<file path="config.mk">
export PLATFORM = sky130hd
export DESIGN_NAME = scan_channel_sequencer
export DESIGN_NICKNAME = d
export VERILOG_FILES = /design/src/rtl/scan_channel_sequencer.sv
export SDC_FILE = /design/constraint.sdc
export NUM_CORES = 1
export LEC_CHECK = 0
export CAP_MARGIN = 20
export CORE_MARGIN = 3
export CORE_UTILIZATION = 32
export CTS_BUF_LIST = sky130_fd_sc_hd__clkbuf_8
export DETAILED_ROUTE_END_ITERATION = 16
export SYNTH_ARGS = -nofsm -noshare
export SYNTH_HDL_FRONTEND = slang
export SYNTH_SLANG_ARGS = --single-unit
</file>
<file path="constraint.sdc">
create_clock -name clk -period 1.5 [get_ports clk]
set_input_delay 0.3 -clock clk [delete_from_list [all_inputs] [get_ports clk]]
set_output_delay 0.3 -clock clk [all_outputs]
set_load 0.05 [all_outputs]
</file>
<file path="src/rtl/scan_channel_sequencer.sv">
// Channel scan sequencer: walks an enable mask and drives a 3-bit select for a
// downstream 3-to-8 decoder. Each enabled channel is held for dwell+1 cycles.
module scan_channel_sequencer #(
    parameter int unsigned DWELL_W = 8
) (
    input  logic               clk,
    input  logic               rst,
    input  logic               start,
    input  logic               stop,
    input  logic               mode,
    input  logic [7:0]         ch_en,
    input  logic [DWELL_W-1:0] dwell,
    output logic [2:0]         sel,
    output logic               sel_valid,
    output logic               ch_adv,
    output logic               busy,
    output logic               done
);

    typedef enum logic {
        IDLE,
        DWELL
    } state_t;

    state_t             state;
    logic [7:0]         mask_q;
    logic [DWELL_W-1:0] dwell_q;
    logic               mode_q;
    logic [DWELL_W-1:0] cnt;

    logic [2:0] first_en;
    logic [2:0] first_mask;
    logic [2:0] next_ch;
    logic       has_next;

    // Scanning from the top down lets the lowest qualifying index win.
    always_comb begin
        first_en   = '0;
        first_mask = '0;
        next_ch    = '0;
        has_next   = 1'b0;
        for (int unsigned i = 0; i < 8; i++) begin
            if (ch_en[7 - i]) begin
                first_en = 3'(7 - i);
            end
            if (mask_q[7 - i]) begin
                first_mask = 3'(7 - i);
                if ((7 - i) > 32'(sel)) begin
                    next_ch  = 3'(7 - i);
                    has_next = 1'b1;
                end
            end
        end
    end

    always_ff @(posedge clk) begin
        if (rst) begin
            state     <= IDLE;
            sel       <= '0;
            sel_valid <= 1'b0;
            ch_adv    <= 1'b0;
            busy      <= 1'b0;
            done      <= 1'b0;
            cnt       <= '0;
            mask_q    <= '0;
            dwell_q   <= '0;
            mode_q    <= 1'b0;
        end else begin
            ch_adv <= 1'b0;
            done   <= 1'b0;
            case (state)
                IDLE: begin
                    if (start) begin
                        mask_q  <= ch_en;
                        dwell_q <= dwell;
                        mode_q  <= mode;
                        if (ch_en == '0) begin
                            done <= 1'b1;
                        end else begin
                            sel       <= first_en;
                            sel_valid <= 1'b1;
                            ch_adv    <= 1'b1;
                            busy      <= 1'b1;
                            cnt       <= '0;
                            state     <= DWELL;
                        end
                    end
                end
                DWELL: begin
                    if (stop) begin
                        state     <= IDLE;
                        sel_valid <= 1'b0;
                        busy      <= 1'b0;
                        cnt       <= '0;
                    end else if (cnt == dwell_q) begin
                        cnt <= '0;
                        if (has_next) begin
                            sel    <= next_ch;
                            ch_adv <= 1'b1;
                        end else if (mode_q) begin
                            sel    <= first_mask;
                            ch_adv <= 1'b1;
                        end else begin
                            state     <= IDLE;
                            sel_valid <= 1'b0;
                            busy      <= 1'b0;
                            done      <= 1'b1;
                        end
                    end else begin
                        cnt <= cnt + 1'b1;
                    end
                end
                default: state <= IDLE;
            endcase
        end
    end

endmodule
</file>
==> results list <==
- Detailed Routing Iterations Pass 1: 4
- Setup repair after global routing could not meet its margin everywhere.
- Count of vias placed by the detailed router: 1785
- Number of buffers inserted for hold repair after clock tree synthesis: 0
* Worst path required time: 1.68 ns
- The repair_antennas step left the layout with diodes totalling 0.
* Switching component of the power: 682 uW
- The routed design has 4.82 mm of wire.
* Maximum number of pins on one net before global-route repair: 22
- Global routing consumed, over all layers together, 15.5% of the routing resources.
- Internal power comes to 1.71 mW.
- In the final design database the tool counted 316 nets.
- Vias per cell: 4.93
- Of the post-synthesis cell area, the dominant cell type holds 38.4%.
- Global placement routability congestion: 0.872
- Type of the worst min-delay path: in2reg
* Number of max-cap violations: 0
- Die boundary height: 78.3 um
* Effective utilization at floorplan: 34.2%
* Max-slew headroom: 68.9%
- No sink is reached through more buffers than the 2 on the longest clock path.
* Min cycle time layout: 1.66 ns
- The synthesized netlist occupies a cell area of 1670 sq um.
* Slowest cell on crit path: sky130_fd_sc_hd__a2111oi_1
* Number of H-tree branching levels: 2
- Fill cells in the final layout number 469.
- Critical Path Fanout Max: 4
- The flow ran to the end, but the final reports show violations.
* Synthesized instance count: 220
- Part of the power in registers: 39.6%
- On the final layout, the worst hold slack is 0.454 ns.
- Of the cells placed in the final design, the portion with a size suffix greater than 1 is 34.6%.
- Sum of negative setup slack: -0.607 ns
- Remaining design rule violation count: 0
- Area leader, netlist: sky130_fd_sc_hd__dfxtp_1
- Critical setup path kind: reg2reg
- Count of flip-flops with a built-in enable after synthesis: 0
- The count of nets left with antenna violations once routing finished came out at 0.
- The via count of the first global-routing pass was 1682.
- Net switching is 28.5% of the power.
- Count of distinct cell types in the synthesized netlist: 44
- Ranked by instance count, the synthesized netlist is headed by sky130_fd_sc_hd__nand2_1, sky130_fd_sc_hd__dfxtp_1, sky130_fd_sc_hd__a21oi_1.
- Port buffering added 27 buffers.
- Layout Utilization: 55.9%
- Area taken by multi-input logic gates: 1120 sq um
* Average instance area after synthesis: 7.59 sq um
- First-pass GRT wire length: 7.58 mm
* Yosys warns: 0
- Once detailed placement completed, the half-perimeter wirelength came to 3.47 mm.
- The number of nets in the synthesized netlist is 242.
- The max-slew violation total from the final report was 0.
- Cts bufs inserted: 5
* Setup slack of the critical path after layout: -0.160 ns
- Based on the critical path, the design can be clocked at up to 602 MHz.
- Cell at the root of the clock tree: sky130_fd_sc_hd__clkbuf_8
* Sequential element share of the synthesized area: 38.4%
* Number of clock sinks: 32
- Clk pin slew, worst setup/hold paths: 0.07 ns
* Final setup violation count: 6
* Die Outline Area: 6120 sq um
* Critical Path, Cell by Cell: or2_2 -> a2111oi_1 -> o21ai_0 -> a311oi_1
- Storage cell area: 658 sq um
- After global routing the overflow that remains totals 0.
* Count of standard-cell rows: 25
- Signed area change from the synthesized netlist to the final layout: 63.4%
* Antenna violations before repair: 0
* Final clock period utilization by the worst path: 111%
- By instance count, the leading cell after synthesis is sky130_fd_sc_hd__nand2_1.
- STA classifies the critical path startpoint as a flip-flop.
- In this run the static leakage power is 1.08 nW.
- Arrival @ worst endpoint: 1.84 ns
* Ys flop type: sky130_fd_sc_hd__dfxtp_1
- Cell types occupying the most area after synthesis: sky130_fd_sc_hd__dfxtp_1, sky130_fd_sc_hd__nand2_1, sky130_fd_sc_hd__a21oi_1, sky130_fd_sc_hd__xnor2_1, sky130_fd_sc_hd__nor2_1
* FF+latch count, synth: 32
* Count of endpoints failing hold in the final timing report: 0
- TritonCTS built the clock tree.
* Actual slew at the worst max-slew pin: 0.465 ns
- Worst-case vdd ir drop: 0.000701 V
- The clock network accounts for 33.1% of the total power.
- Crit-path max cell delay: 0.48 ns
* Wire length per cell after detailed routing: 13.3 um
- For this design the ratio of total power to cell area is 877 nW/um^2.
- Endpoint kind of the worst setup timing path: flip-flop
- Area inside the core boundary: 4880 sq um
* Violations in the final reports: setup timing
- Share of synthesized flip-flops with an asynchronous set or reset: 0%
- Measured along the x axis, the die boundary spans 78.3 um.
- On the final layout, the worst clock skew is 0.00682 ns.
* Comb pwr share: 27.4%
* Violation count after the first detailed-route iteration: 70
- I/O pin count: 28
* Source-to-sink clock delay at the later pin of the worst-skew pair: 0.28 ns
-- power by group through the flow --
stage	logic, mW	registers (mW)	clock network, mW
finish	0.655	0.947	0.792
global route	0.707	0.953	0.866
CTS	0.626	0.947	0.818
detailed placement	0.580	0.964	0
global placement	0.574	0.963	0
floorplan	0.264	0.989	0
-- critical path, delay by kind of cell (launching register included) --
family	cells	cell delay, ns
DFF	1	0.35
AOI/OAI and AO/OA	3	0.91
and+or+nand+nor	1	0.30
-- flip-flops by register name, indices dropped and copies added (netlist names) --
name     flops
cnt          8
mode_q       1
dwell_q      8
state        1
mask_q       8
sel          3
ch_adv       1
busy         1
done         1
-- routing by layer --
metal / wire length [um] / share of wire (%) / track usage [%]
met5: 0 / 0 / 0
met4: 58 / 1.2 / 6.64
met2: 2530 / 52 / 26.5
met1: 2090 / 43 / 19.0
met3: 141 / 2.9 / 2.98
-- cell families (layout without fill, tap and decap cells) --
logic type               Yosys count  after routing  synth area share [%]
AO/OA/AOI/OAI                     60             60                  22.4
XOR/XNOR                          14             14                  7.34
adder cells (fa/ha/maj)            1              1                 0.749
buffers and inverters             18             93                  5.02
flip-flops                        32             32                  38.4
AND/OR/NAND/NOR                   95             95                  26.1
-- worst paths after layout --
check / from / endpoint / cells after the start / slack [ns]
max reg2reg: mask_q[1] / sel[2] / 4 / -0.16
min: ch_en[0] / mask_q[0] / 4 / 0.45
max: mask_q[1] / sel[2] / 4 / -0.16
min reg2reg: dwell_q[5] / dwell_q[5] / 2 / 0.47
-- area by class of cell --
cell class / instances / share of cell area, %
Multi-Input combinational cell: 170 / 41.1
Inverter: 7 / 0.962
Tap cell: 67 / 3.07
Clock buffer: 5 / 2.52
Timing Repair Buffer: 78 / 26.9
Sequential cell: 32 / 24.1
Clock inverter: 3 / 1.42
-- stage by stage --
step | std cells | setup slack [ns] | power, mW | area, sq um
global placement | 350 | -0.598 | 1.54 | 2430
finish | 362 | -0.160 | 2.40 | 2730
CTS | 361 | -0.129 | 2.39 | 2630
global route | 362 | -0.304 | 2.53 | 2730
floorplan | 220 | -0.184 | 1.25 | 1700
detailed placement | 350 | -0.733 | 1.54 | 2430
-- repair_timing --
item / in CTS / in global routing
endpoints found under the hold margin: 0 / 0
setup endpoints to repair: 15 / 15
gates resized for setup: 27 / 26
setup buffers: 3 / 1
cloned: 0 / 0
pin swaps: 9 / 10
-- placed cells by master, fill, tap and decap left out, types with 3 or more instances in the layout --
cell type / instances
sky130_fd_sc_hd__xnor2_1: 10
sky130_fd_sc_hd__dfxtp_1: 24
sky130_fd_sc_hd__buf_4: 48
sky130_fd_sc_hd__nand4_1: 5
sky130_fd_sc_hd__nor2b_1: 4
sky130_fd_sc_hd__clkdlybuf4s15_1: 3
sky130_fd_sc_hd__a21oi_1: 26
sky130_fd_sc_hd__a21oi_2: 4
sky130_fd_sc_hd__buf_12: 8
sky130_fd_sc_hd__nor2_1: 16
sky130_fd_sc_hd__inv_1: 8
sky130_fd_sc_hd__dfxtp_2: 5
sky130_fd_sc_hd__nor3_1: 4
sky130_fd_sc_hd__xor2_1: 4
sky130_fd_sc_hd__nand2_1: 43
sky130_fd_sc_hd__and2b_1: 3
sky130_fd_sc_hd__clkdlybuf4s50_1: 12
sky130_fd_sc_hd__o21ai_0: 4
sky130_fd_sc_hd__nand2_2: 3
sky130_fd_sc_hd__clkbuf_8: 5
sky130_fd_sc_hd__dlygate4sd2_1: 4
sky130_fd_sc_hd__dfxtp_4: 3
Note: power is estimated with default switching activity, not from simulation.
==> patch, RTL diff (same settings) <==
Register the inputs `start`, `stop`, `mode`, `ch_en` and `dwell` before use. The logic sees them one clock later. Comments in the files are not updated.
--- a/src/rtl/scan_channel_sequencer.sv
+++ b/src/rtl/scan_channel_sequencer.sv
@@ -24,2 +24,16 @@
 
+    logic start_q;
+    logic stop_q;
+    logic mode_r;
+    logic [7:0] ch_en_q;
+    logic [DWELL_W-1:0] dwell_r;
+
+    always_ff @(posedge clk) begin
+        start_q <= start;
+        stop_q  <= stop;
+        mode_r  <= mode;
+        ch_en_q <= ch_en;
+        dwell_r <= dwell;
+    end
+
     state_t             state;
@@ -42,3 +56,3 @@
         for (int unsigned i = 0; i < 8; i++) begin
-            if (ch_en[7 - i]) begin
+            if (ch_en_q[7 - i]) begin
                 first_en = 3'(7 - i);
@@ -72,7 +86,7 @@
                 IDLE: begin
-                    if (start) begin
-                        mask_q  <= ch_en;
-                        dwell_q <= dwell;
-                        mode_q  <= mode;
-                        if (ch_en == '0) begin
+                    if (start_q) begin
+                        mask_q  <= ch_en_q;
+                        dwell_q <= dwell_r;
+                        mode_q  <= mode_r;
+                        if (ch_en_q == '0) begin
                             done <= 1'b1;
@@ -89,3 +103,3 @@
                 DWELL: begin
-                    if (stop) begin
+                    if (stop_q) begin
                         state     <= IDLE;
Check against the original RTL: not equivalent (a bounded check fails within 4 cycles, from zero or initial values and one cycle with rst high).
==> patch against the original RTL <==
  * The run still ends with setup timing left
  * Design area up 12%
  * First-iteration DRC count rose to 2.6 times the old value
  * Combinational power up 0.9%
  * Routed wire length about the same
  * Sequential cell count up 19
  * Sequential power up 56%
  * Power up 22%
  * Worst setup slack worse by 120 ps
  * Non-clock buffer count unchanged
  * Synthesized area up 22%
  * Via count up 4.3%
  * Synthesized cell count up 7.7%
  * Critical endpoint is now sel[1]
==> patch: results (changes against the original RTL) <==
worstHoldStart: "ch_en[2]"  # was ch_en[0]
yosysWarnings: 0  # unchanged
via_count: 1861  # was 1,785
grtUsageMet1: 0.194  # was 0.190
synth_xor_area_frac: 0.0645  # was 0.0734
wirelength_um: 4810  # was 4820 µm
final.setup.worst_slack_ps: -282  # was -160 ps
yosys.cell_types.count: 38  # was 44
dp_worst_setup_slack_ps: -411  # was -733 ps
use_met3: 0.0259  # was 0.0298
arrival_ps: 1980  # was 1840 ps
skew_ps: 6.87  # was 6.82 ps
r2r-start: "cnt[6]"  # was mask_q[1]
synth_compound_area_frac: 0.162  # was 0.224
holdWs_ps: 424  # was 454 ps
finalNetCount: 332  # was 316
run_status: "finished, violations left"  # unchanged
drive_gt1_frac: 0.331  # was 0.346
grt_pass1_vias: 1795  # was 1,682
p_sw_mw: 0.828  # was 0.682 mW
yosys-top-cells-count: "dfxtp_1 (51), nand2_1 (45), a21oi_1 (30), nor2_1 (21), xor2_1 (12)"  # was nand2_1 (46), dfxtp_1 (32), a21oi_1 (30), nor2_1 (17), xnor2_1 (10)
hold_depth: 1  # was 4
synthTopCellsByArea: "dfxtp_1 (50%), nand2_1 (8.3%), a21oi_1 (7.4%)"  # was dfxtp_1 (38%), nand2_1 (10%), a21oi_1 (9.0%)
grt_util_met2: 0.225  # was 0.265
ys_seq_area_frac: 0.502  # was 0.384
grt_pass1_wl_um: 8370  # was 7580 µm
path_clk_slew_ps: 90  # was 70 ps
setup_viol: 15  # was 6
yosys.area.top_type_share: 0.502  # was 0.384
dp_hpwl_um: 3400  # was 3470 µm
grt_max_degree: 20  # was 22
clock_latency_ps: 310  # was 280 ps
violations: "setup timing"  # unchanged
gp_congestion: 0.932  # was 0.872
syn_nets: 259  # was 242
patch: cell count changes in the layout (fill, tap and decap cells not counted), sizes merged, moves of 3 or more:
cell and change:
dfxtp +19, clkdlybuf4s50 +8, xor2 +8, xnor2 -7
dlygate4sd2 -4, nand2b +4, nor2 +4, and2b -3
clkdlybuf4s15 -3, nand4b +3, nor3 -3, o21ai -3
o41ai +3
patch: final cells by class:
type                            count  area (µm²)
Fill cell                         565        2960
Inverter                            5        18.8
Clock inverter                      3        20.0
Tap cell                           75        93.8
Clock buffer                        5        68.8
Timing Repair Buffer               78         734
Multi-Input combinational cell    169        1090
Sequential cell                    51        1040
patch: cell families after synthesis:
kind of cell	count (synthesis)
compound gates	53
flops	51
xor+xnor	15
buf+inv	17
fa+ha+maj	1
simple gates	100
patch: layer usage:
metal,routed length [µm],vias to the layer above
met5,0,-
met4,75,0
li1,-,951
met2,2230,48
met1,2290,856
met3,211,6
patch: worst max-delay path, cell delays in order (launching register included):
cell and delay (ps):
dfxtp_2 340, xor2_1 160, nor4_2 360, nand3_1 130, a41o_1 240, and2_4 160, o41a_1 300
patch: power groups by stage:
stage	logic (mW)	clock network, mW	registers, mW
floorplan	0.261	0	1.54
global placement	0.570	0	1.50
detailed placement	0.571	0	1.51
CTS	0.636	0.820	1.48
global route	0.719	0.864	1.49
finish	0.661	0.788	1.48
patch: metrics by stage:
stage	instance area, µm²	cells	setup TNS (ps)
2_1_floorplan	2080	237	-2250
3_3_place_gp	2800	374	-2730
3_5_place_dp	2800	374	-3750
4_1_cts	3030	385	-2350
5_1_grt	3070	386	-4620
6_report	3070	386	-3140
patch: worst max path at each step:
stage               slack [ps]     end    from
floorplan                 -440  sel[1]  sel[1]
global placement          -380  sel[1]  cnt[1]
finish                    -280  sel[1]  cnt[6]
CTS                       -290  sel[1]  cnt[2]
global route              -390  sel[1]  cnt[1]
detailed placement        -410  sel[1]  cnt[1]
patch: repair_timing:
action / in CTS / in global routing
pin swaps: 14 / 6
setup endpoints to repair: 15 / 15
gates resized for setup: 28 / 8
setup buffers: 3 / 2
